===== src/rtl/fetch_sequencer.sv =====
// Instruction-fetch stage: owns the PC, fetches 16-bit words over req/ack and
// presents each one to the decoder for a single execute cycle.
module fetch_sequencer #(
    parameter int                  ADDR_W   = 8,
    parameter logic [ADDR_W-1:0]   RESET_PC = '0,
    parameter int                  CNT_W    = 16
) (
    input  logic              clk,
    input  logic              rst,
    input  logic              start,
    output logic              imem_req,
    output logic [ADDR_W-1:0] imem_addr,
    input  logic [15:0]       imem_rdata,
    input  logic              imem_ack,
    output logic [15:0]       inst,
    output logic              inst_valid,
    output logic [ADDR_W-1:0] pc,
    input  logic              pc_sel,
    input  logic              change,
    input  logic [ADDR_W-1:0] target_addr,
    output logic              halted,
    output logic [CNT_W-1:0]  retired
);

    typedef enum logic [1:0] {
        IDLE   = 2'd0,
        FETCH  = 2'd1,
        EXEC   = 2'd2,
        HALTED = 2'd3
    } state_t;

    state_t            state_q, state_d;
    logic [ADDR_W-1:0] pc_q, pc_d;
    logic [15:0]       inst_q, inst_d;
    logic [CNT_W-1:0]  retired_q, retired_d;

    // NOTE: every variable gets a default before the case, so no path leaves one unassigned and no latch is inferred.
    always_comb begin
        state_d    = state_q;
        pc_d       = pc_q;
        inst_d     = inst_q;
        retired_d  = retired_q;
        imem_req   = 1'b0;
        inst_valid = 1'b0;
        halted     = 1'b0;

        case (state_q)
            IDLE: begin
                if (start) state_d = FETCH;
            end
            FETCH: begin
                imem_req = 1'b1;
                if (imem_ack) begin
                    inst_d  = imem_rdata;
                    state_d = EXEC;
                end
            end
            EXEC: begin
                inst_valid = 1'b1;
                if (!change) begin
                    state_d = HALTED;
                end else begin
                    // Sequential increment wraps naturally at the address width.
                    pc_d = pc_sel ? target_addr : pc_q + 1'b1;
                    if (retired_q != '1) retired_d = retired_q + 1'b1;
                    state_d = FETCH;
                end
            end
            HALTED: begin
                halted = 1'b1;
                if (start) begin
                    pc_d      = RESET_PC;
                    retired_d = '0;
                    state_d   = FETCH;
                end
            end
            default: state_d = IDLE;
        endcase
    end

    // NOTE: sequential state uses non-blocking assignments so every register samples pre-edge values.
    always_ff @(posedge clk or posedge rst) begin
        if (rst) begin
            state_q   <= IDLE;
            pc_q      <= RESET_PC;
            inst_q    <= '0;
            retired_q <= '0;
        end else begin
            state_q   <= state_d;
            pc_q      <= pc_d;
            inst_q    <= inst_d;
            retired_q <= retired_d;
        end
    end

    assign pc        = pc_q;
    assign imem_addr = pc_q;
    assign inst      = inst_q;
    assign retired   = retired_q;

endmodule


===== config.mk =====
export PLATFORM = sky130hd
export DESIGN_NAME = fetch_sequencer
export DESIGN_NICKNAME = d
export VERILOG_FILES = /design/src/rtl/fetch_sequencer.sv
export SDC_FILE = /design/constraint.sdc
export NUM_CORES = 1
export LEC_CHECK = 0
export CAP_MARGIN = 5
export CORE_UTILIZATION = 25
export CTS_CLUSTER_SIZE = 14
export DETAILED_ROUTE_END_ITERATION = 6
export GPL_TIMING_DRIVEN = 1
export PLACE_DENSITY = 0.53
export SLEW_MARGIN = 0
export SYNTH_ARGS = -nofsm -noshare
export SYNTH_HDL_FRONTEND = slang
export SYNTH_SLANG_ARGS = --single-unit

===== constraint.sdc =====
create_clock -name clk -period 2.16 [get_ports clk]
set_clock_uncertainty 0.1 [all_clocks]
set_input_delay 0.54 -clock clk [delete_from_list [all_inputs] [get_ports clk]]
set_output_delay 0.54 -clock clk [all_outputs]
set_load 0.005 [all_outputs]

* Yosys cells after proc, flatten, opt, wreduce, memory -nomap -nowiden
Cells that the tools add are included.
** Storage, ports and cells
- Output and inout bits :: 51
- Input port bits :: 30
- Word-level logic and storage cells :: 37
- Register bits :: 42
** Cells by class
- Equality and inequality tests :: 9
- Mux-type cells :: 15
- Add/subtract/negate cells :: 2
- Reductions and logical operators :: 7
** Operator list (count)
- two-way mux 16 bit :: 3
- case mux 16 bit (2 select lines) :: 1
- two-way mux 8 bit :: 3
- adder 16 x 1 -> 16 bit (second input constant) :: 1
- inequality test 16 bit (second input constant) :: 1
- case mux 8 bit (2 select lines) :: 1
- adder 8 x 1 -> 8 bit (second input constant) :: 1
- inequality test 2 bit (second input constant) :: 4
- two-way mux 2 bit :: 3
- case mux 2 bit (3 select lines) :: 1
- equality test 2 bit (second input constant) :: 2
- AND reduction 2 bit :: 2
- AND reduction 4 bit :: 1
- two-way mux 1 bit :: 3
- AND reduction 3 bit :: 1
- equality test 2 x 1 -> 1 bit (second input constant) :: 1
- logical NOT 2 bit :: 1
- inequality test 2 x 1 -> 1 bit (second input constant) :: 1
- nonzero test 2 bit :: 1
- OR reduction 2 bit :: 1

* Longest topological paths before layout
Gate-level depths: netlist of the first run.
- Depth after elaboration :: 4
- Gate-level depth with buffers :: 9
- Depth with buffers taken out :: 7

* Least setup slack after synthesis of the first run
OpenSTA, ideal clock, no wires.
- Path kind :: register -> register
- From :: reg retired_q[0], in the netlist retired[0]
- To :: reg retired_q[10], in the netlist retired[10]
- Period minus slack after synthesis :: 1.897 ns
- Required time :: 1.934 ns
- Stages on the path, launching flop included :: 8
- Setup slack :: 0.263 ns
- Buffers on the path :: 1
- Setup time :: 0.126 ns
- Data arrival time :: 1.671 ns
- Cells stage by stage :: dfrtp_1 ha_1 nand3_1 nor4_4 a21o_1 buf_6 nor4_1 a221o_1
** On the way
- Word-level cells in the longest chain between the ends :: 4
- Elaborated cells on any way between the ends :: 7
- Classes of those cells :: add/sub (1); eq/ne (2); mux (3); reduce/logical (1)
** RTL lines
- start, declared :: line 35 : logic [CNT_W-1:0] retired_q, retired_d;
- start signal, assigned :: line 92 : retired_q <= retired_d;
- adder 16 x 1 -> 16 bit :: line 65 : if (retired_q != '1) retired_d = retired_q + 1'b1;
- two-way mux 16 bit :: line 65
- two-way mux 16 bit :: line 60 : if (!change) begin
- case mux 16 bit (2 select lines) :: line 47 : case (state_q)
Several ways; a longest one is shown, not always the timed one. The select of a mux whose other input is x is not followed.
A chain may end at the register's enable or synchronous reset.

* Final worst setup path of the first run
- From :: reg state_q[0]
- To :: out inst_valid
** On the way
- Word-level cells in the longest chain between the ends :: 2
** RTL lines
- start, declared :: line 32 : state_t state_q, state_d;
- start signal, assigned :: line 89 : state_q <= state_d;
- equality test 2 bit :: line 47
- two-way mux 1 bit :: line 47
- end, declared :: line 16 : output logic inst_valid,
Every way passes these cells.

==> metrics, run 1 <==
normalized max-slew margin 0.738; DR pass1 iterations 4; total congestion overflow 0; final worst setup slack 0.156 ns; dpl ws -0.209 ns; WP data required 1.52 ns; clk root buf clkbuf_8; GR Util All Layers 0.135; # rows 33; Ys Warns 0; first-pass GRT wire length 9620 um; RePlAce Congestion 0.738; CP startpoint state_q[0]; clock sinks 42; met1 usage 0.179; clock transition at the registers of the reported paths 0.08 ns; Post-synth ARST share 1.00; Post-DP Area 3260 um^2; Top Ports 81; count of input and output buffers 80; Most Crowded Layer GR met2; Final Hold Fails 0; fin. max-slew vios 0; CTS H-Tree Depth 2; Synth cell types 40; core footprint 8380 um^2; Setup violations, final 0; Avg WL per Cell 13.5 um; worst skew pair latency 0.30 ns; antenna-violating nets left 0; status finished, final reports clean; Synth Net Count 256; post-layout instance area 3410 um^2; Crit Reg-Reg Startpoint state_q[0]; GR Util met2 0.211; maximum buffer depth of the clock tree 2; unrepaired setup endpoints after global routing no; Pwr Total 3.92 mW; worst-path maximum fanout 3; routed via count 1,991; Setup crit end inst_valid; # diodes 0; vias in the first global route 1,970; WP data arrival 1.36 ns; largest net degree at the start of global routing 43; Die ar. 9250 um^2; Post-CTS Hold Fix Bufs 0; fin util 0.406; crit path capture type primary output; layout cells sized above 1 0.208; nets@finish 353; via/cell ratio 4.71; R2R Setup Slk 0.16 ns; antenna violations before repair 0; type of origin of the critical path flip-flop; fill cell count 844; final critical-path required period 2.00 ns; Register-to-Register Path Depth 8; Yosys reg bits 42; Primary FF master, synth dfrtp_1; Starting Density 0.265; die height 96.2 um; Power Density 1150 nW/um^2; worst hold path class flip-flop to flip-flop; cells after synthesis 221; CTS tree built; Leakage Power 1.39 nW; Final Cycle Share 0.928; r2r endpoint retired[2]; maxcap violations 0; Chip Width 96.2 um; final WL 5710 um; number of DRC markers in iteration 0 40; Synth Cell Area 2220 um^2; M3 GR Usage 0.0300; Syn Area/Cell 10.0 um^2; cts bufs inserted 5; Layout area overhead 53.7%; Fmax achieved 499 MHz; Post-synth EDFFs 0; slew at the pin closest to its max-slew limit 0.391 ns; Peak VDD IR 0.000418 V; post-synthesis sequential area ratio 0.474; DRC viols 0; Final HPWL DP 4060 um; kind of critical path flip-flop to primary output
==> through the flow <==
step,hold slack (ns),setup TNS [ns],cells
CTS,0.415,0,423
floorplan,0.393,0,221
finish,0.408,0,423
global route,0.426,0,423
global placement,0.388,-0.879,415
detailed placement,0.395,-1.44,415
==> routing by layer <==
layer	share of wire	vias to the layer above
li1	-	984
met1	0.47	939
met2	0.45	59
met3	0.055	9
met4	0.018	0
met5	0	-
==> layout make-up <==
cell class,count,area (um^2),area share
clock buffers,5,68.8,0.0202
repair buffers,107,1020,0.301
flip-flops and latches,42,1050,0.309
clock inverters,2,10.0,0.00294
inverters,5,18.8,0.00551
well taps,105,131,0.0386
multi-input cells,157,1100,0.323
==> worst max-delay path, cell delays in order, from the launching register on <==
cell and delay [ns]:
dfrtp_1 0.44, inv_2 0.08, ha_4 0.17, buf_4 0.14, dlygate4sd2_1 0.25
==> worst min-delay path by stage <==
stage / slack (ns) / cells past startpoint / start / to
6_report: 0.41 / 1 / inst[10] / inst[10]
5_1_grt: 0.43 / 1 / inst[12] / inst[12]
4_1_cts: 0.41 / 1 / inst[10] / inst[10]
3_3_place_gp: 0.39 / 1 / inst[14] / inst[14]
2_1_floorplan: 0.39 / 1 / retired[14] / retired[14]
3_5_place_dp: 0.39 / 1 / inst[10] / inst[10]
==> registers in the layout (all words and copies together), names as in the netlist <==
name       flops
imem_addr      8
inst          16
retired       16
state_q        2
==> kinds of logic (layout without fill, tap and decap cells) <==
logic type | after synthesis | count (layout) | synth area share
xor gates and xnor gates | 6 | 6 | 0.0237
AOI/OAI and AO/OA | 49 | 49 | 0.128
and+or+nand+nor | 79 | 79 | 0.199
buffers and inverters | 22 | 119 | 0.0564
DFF | 42 | 42 | 0.474
muxes | 18 | 18 | 0.0903
adders and majority gates | 5 | 5 | 0.0282
==> where the power goes <==
part	leakage [nW]	total, mW	switching [mW]	internal (mW)
Clock	0.0438	0.491	0.274	0.217
Combinational	0.828	2.10	0.851	1.25
Sequential	0.517	1.32	0.242	1.08
Total	1.39	3.92	1.37	2.55
==> cells in the final DEF (no fill, tap or decap), types with 2 or more instances in the layout <==
master	Yosys	routed
inv_1	5	3
nor2_1	8	8
nor4_2	0	3
o41ai_1	2	2
buf_4	9	25
o21ai_0	22	22
nand2_1	21	21
a221o_1	2	2
clkdlybuf4s50_1	0	77
nor2b_1	4	4
ha_4	0	2
clkinv_2	0	2
mux2i_1	2	2
nor3b_1	2	2
nand2b_1	6	6
nor3_1	6	6
or2_2	2	2
nand4_1	3	3
inv_2	0	2
a21oi_1	16	16
xnor2_1	5	5
and3_1	3	3
nand3_1	8	8
buf_12	0	2
clkbuf_8	0	5
ha_1	5	2
dlygate4sd2_1	0	3
nor4_1	8	5
o211ai_1	2	2
mux2_2	16	16
dfrtp_1	42	41
==> synth_stat cells (3+ instances only) <==
library cell / count / area share
a21oi_1: 16 / 0.036
and3_1: 3 / 0.0085
buf_4: 9 / 0.030
clkbuf_1: 6 / 0.010
dfrtp_1: 42 / 0.47
ha_1: 5 / 0.028
inv_1: 5 / 0.0085
mux2_2: 16 / 0.081
nand2_1: 21 / 0.036
nand2b_1: 6 / 0.017
nand3_1: 8 / 0.018
nand4_1: 3 / 0.0085
nor2_1: 8 / 0.014
nor2b_1: 4 / 0.011
nor3_1: 6 / 0.014
nor4_1: 8 / 0.023
o21ai_0: 22 / 0.050
xnor2_1: 5 / 0.020
==> repair_timing <==
action / in CTS / in global routing
gates resized for setup: 11 / 5
pin swaps: 0 / 1
setup endpoints to repair: 3 / 7
endpoints found under the hold margin: 0 / 0
buffers inserted: 1 / 0
No activity file was read; power rests on OpenSTA's default activity.
==> run 2: changes to the inputs <==
--- a/config.mk
+++ b/config.mk
@@ -5,12 +5,14 @@
 export SDC_FILE = /design/constraint.sdc
 export NUM_CORES = 1
 export LEC_CHECK = 0
+export ABC_AREA = 1
 export CAP_MARGIN = 5
 export CORE_UTILIZATION = 25
 export CTS_CLUSTER_SIZE = 14
 export DETAILED_ROUTE_END_ITERATION = 6
 export GPL_TIMING_DRIVEN = 1
-export PLACE_DENSITY = 0.53
+export PLACE_DENSITY = 0.52
+export SETUP_SLACK_MARGIN = 0.3
 export SLEW_MARGIN = 0
 export SYNTH_ARGS = -nofsm -noshare
 export SYNTH_HDL_FRONTEND = slang
==> run 2 against run 1 <==
Against the previous run: setup slack better by 0.16 ns; final cell count up 24%; synthesized cell count up 26%; via count increased by 13%; critical path depth unchanged; sequential cell count is the same; total power is 11% higher; area after synthesis up 11%; sequential share of layout area is 3.9 points lower; critical path type unchanged; largest cell class unchanged; highest routed layer unchanged.
==> metrics, run 2 <==
vias in the first global route 2,265 (was 1,970); maxcap violations 0 (unchanged); unrepaired setup endpoints after global routing yes (was no); fill cell count 961 (was 844); cts bufs inserted 5 (unchanged); Final Hold Fails 0 (unchanged); Synth area leaders dfrtp_1 (43%), nand2_1 (9.2%), mux2_2 (7.3%) (was dfrtp_1 (47%), mux2_2 (8.1%), o21ai_0 (5.0%)); largest family of logic cells by synthesized area simple AND/OR/NAND/NOR gates (unchanged); Fmax achieved 544 MHz (was 499 MHz); Post-synth EDFFs 0 (unchanged); Power Density 1110 nW/um^2 (was 1150 nW/um^2); Synth Cell Area 2460 um^2 (was 2220 um^2); total congestion overflow 0 (unchanged); crit path capture type primary output (unchanged); Starting Density 0.262 (was 0.265); type of origin of the critical path flip-flop (unchanged); final WL 6600 um (was 5710 um); Setup violations, final 0 (unchanged); Synth top cells by count nand2_1 (60), dfrtp_1 (42), nor2_1 (29), inv_1 (24), nand3_1 (20) (was dfrtp_1 (42), o21ai_0 (22), nand2_1 (21), a21oi_1 (16), mux2_2 (16)); WP data required 1.52 ns (about the same); core footprint 9370 um^2 (was 8380 um^2); RePlAce Congestion 0.767 (was 0.738); Final Cycle Share 0.852 (was 0.928); kind of critical path flip-flop to primary output (unchanged); GR Util All Layers 0.134 (was 0.135); clock transition at the registers of the reported paths 0.08 ns (about the same); cells after synthesis 278 (was 221); Layout area overhead 60.5% (was 53.7%); CTS tree built (unchanged); most frequent cell after synthesis nand2_1 (was dfrtp_1); count of input and output buffers 80 (unchanged); Ys Warns 0 (unchanged); dpl ws 0.0960 ns (was -0.209 ns); Post-synth ARST share 1.00 (unchanged); antenna violations before repair 0 (unchanged); commonest non-fill, non-tap cell in the layout clkdlybuf4s50_1 (unchanged); Synth Area in Simple Gates 0.250 (was 0.199); nets@finish 430 (was 353); commonest non-fill, non-tap cells in the layout clkdlybuf4s50_1 (65), nand2_1 (60), buf_4 (32) (was clkdlybuf4s50_1 (77), dfrtp_1 (41), buf_4 (25)); largest net degree at the start of global routing 43 (unchanged); # diodes 0 (unchanged); Synth top area share 0.427 (was 0.474); WP data arrival 1.20 ns (was 1.36 ns); post-layout instance area 3950 um^2 (was 3410 um^2); Final HPWL DP 4450 um (was 4060 um); # rows 35 (was 33); Yosys reg bits 42 (unchanged); maximum buffer depth of the clock tree 2 (unchanged); DRC viols 0 (unchanged); post-synthesis mux area share 0.0773 (was 0.0903); Post-DP Area 3400 um^2 (was 3260 um^2); Die ar. 10,200 um^2 (was 9250 um^2); layout cells sized above 1 0.306 (was 0.208); Post-CTS Hold Fix Bufs 0 (unchanged); fin. max-slew vios 0 (unchanged); clock sinks 42 (unchanged); Peak VDD IR 0.000408 V (was 0.000418 V); die height 101 um (was 96.2 um); Syn Area/Cell 8.85 um^2 (was 10.0 um^2); Compound-Gate Fraction of Synth Area 0.0997 (was 0.128); Top Ports 81 (unchanged); slew at the pin closest to its max-slew limit 0.342 ns (was 0.391 ns); final critical-path required period 1.84 ns (was 2.00 ns); Primary FF master, synth dfrtp_1 (unchanged); worst-path maximum fanout 4 (was 3); normalized max-slew margin 0.771 (was 0.738); Post-Synth Adder-Cell Area 0.0254 (was 0.0282); number of DRC markers in iteration 0 134 (was 40); Synth Net Count 313 (was 256); status finished, final reports clean (unchanged); post-synthesis sequential area ratio 0.427 (was 0.474); largest area contributor in the synthesized netlist dfrtp_1 (unchanged); Final TNS setup 0 ns (unchanged); first-pass GRT wire length 10,700 um (was 9620 um); antenna-violating nets left 0 (unchanged); final worst setup slack 0.320 ns (was 0.156 ns); Leakage Power 1.91 nW (was 1.39 nW); via/cell ratio 4.27 (was 4.71); worst skew pair latency 0.30 ns (about the same); worst hold path class flip-flop to flip-flop (unchanged); CTS H-Tree Depth 2 (unchanged); Synth Area in XOR/XNOR 0.0320 (was 0.0237); Avg WL per Cell 12.6 um (was 13.5 um); Synth cell types 31 (was 40); routed via count 2,244 (was 1,991); Chip Width 101 um (was 96.2 um); DR pass1 iterations 4 (unchanged); clk root buf clkbuf_8 (unchanged)
==> run 2: layout make-up <==
class | count | area (um^2) | area share
Tap cell | 129 | 161 | 0.0409
Clock inverter | 2 | 60.1 | 0.0152
Timing Repair Buffer | 119 | 1170 | 0.296
Multi-Input combinational cell | 198 | 1300 | 0.328
Sequential cell | 42 | 1070 | 0.270
Inverter | 29 | 111 | 0.0282
Clock buffer | 6 | 82.6 | 0.0209
==> run 2: per-stage QoR <==
stage / power [mW] / utilization / hold WS (ns) / std cells
global placement: 3.11 / 0.363 / 0.387 / 483
floorplan: 2.30 / - / 0.404 / 278
CTS: 4.27 / 0.408 / 0.412 / 519
finish: 4.36 / 0.421 / 0.406 / 525
global route: 4.68 / 0.421 / 0.417 / 525
detailed placement: 3.14 / 0.363 / 0.392 / 483
==> run 2: worst paths after layout <==
path | slack, ns | endpoint | depth (start not counted) | startpoint
max | 0.32 | halted | 4 | state_q[1]
min | 0.41 | inst[13] | 1 | inst[13]
max reg2reg | 0.36 | retired[2] | 11 | state_q[1]
min reg2reg | 0.41 | inst[13] | 1 | inst[13]
max in group asynchronous | 1.25 | imem_addr[2] | 3 | rst
min in group asynchronous | 0.48 | retired[5] | 3 | rst
==> run 2: power by group <==
part           total [mW]  leakage (nW)  internal (mW)  switching, mW
Combinational        2.36          1.32           1.32           1.04
Sequential           1.23         0.519           1.06          0.163
Clock               0.777        0.0714          0.493          0.283
Total                4.36          1.91           2.88           1.49
==> run 2: timing repair <==
item / in CTS / in global routing
setup buffers: 27 / 4
gates resized for setup: 35 / 24
cloned: 1 / 2
endpoints found under the setup margin: 34 / 34
pin swaps: 1 / 2
==> run 2: kinds of logic after synthesis <==
logic type,count (synthesis)
xor+xnor,9
compound gates,34
fa+ha+maj,5
mux,17
simple gates,130
flops,42
buf+inv,41
==> run 2: layer usage <==
layer | track usage | wire length, um
met3 | 0.0276 | 347
met2 | 0.244 | 3340
met1 | 0.159 | 2840
met4 | 0.0334 | 70
met5 | 0 | 0
==> run 2: critical path: stages, from the launching register on <==
cell and delay [ns]:
dfrtp_1 0.39, buf_6 0.12, buf_6 0.11, ha_4 0.17, buf_6 0.11
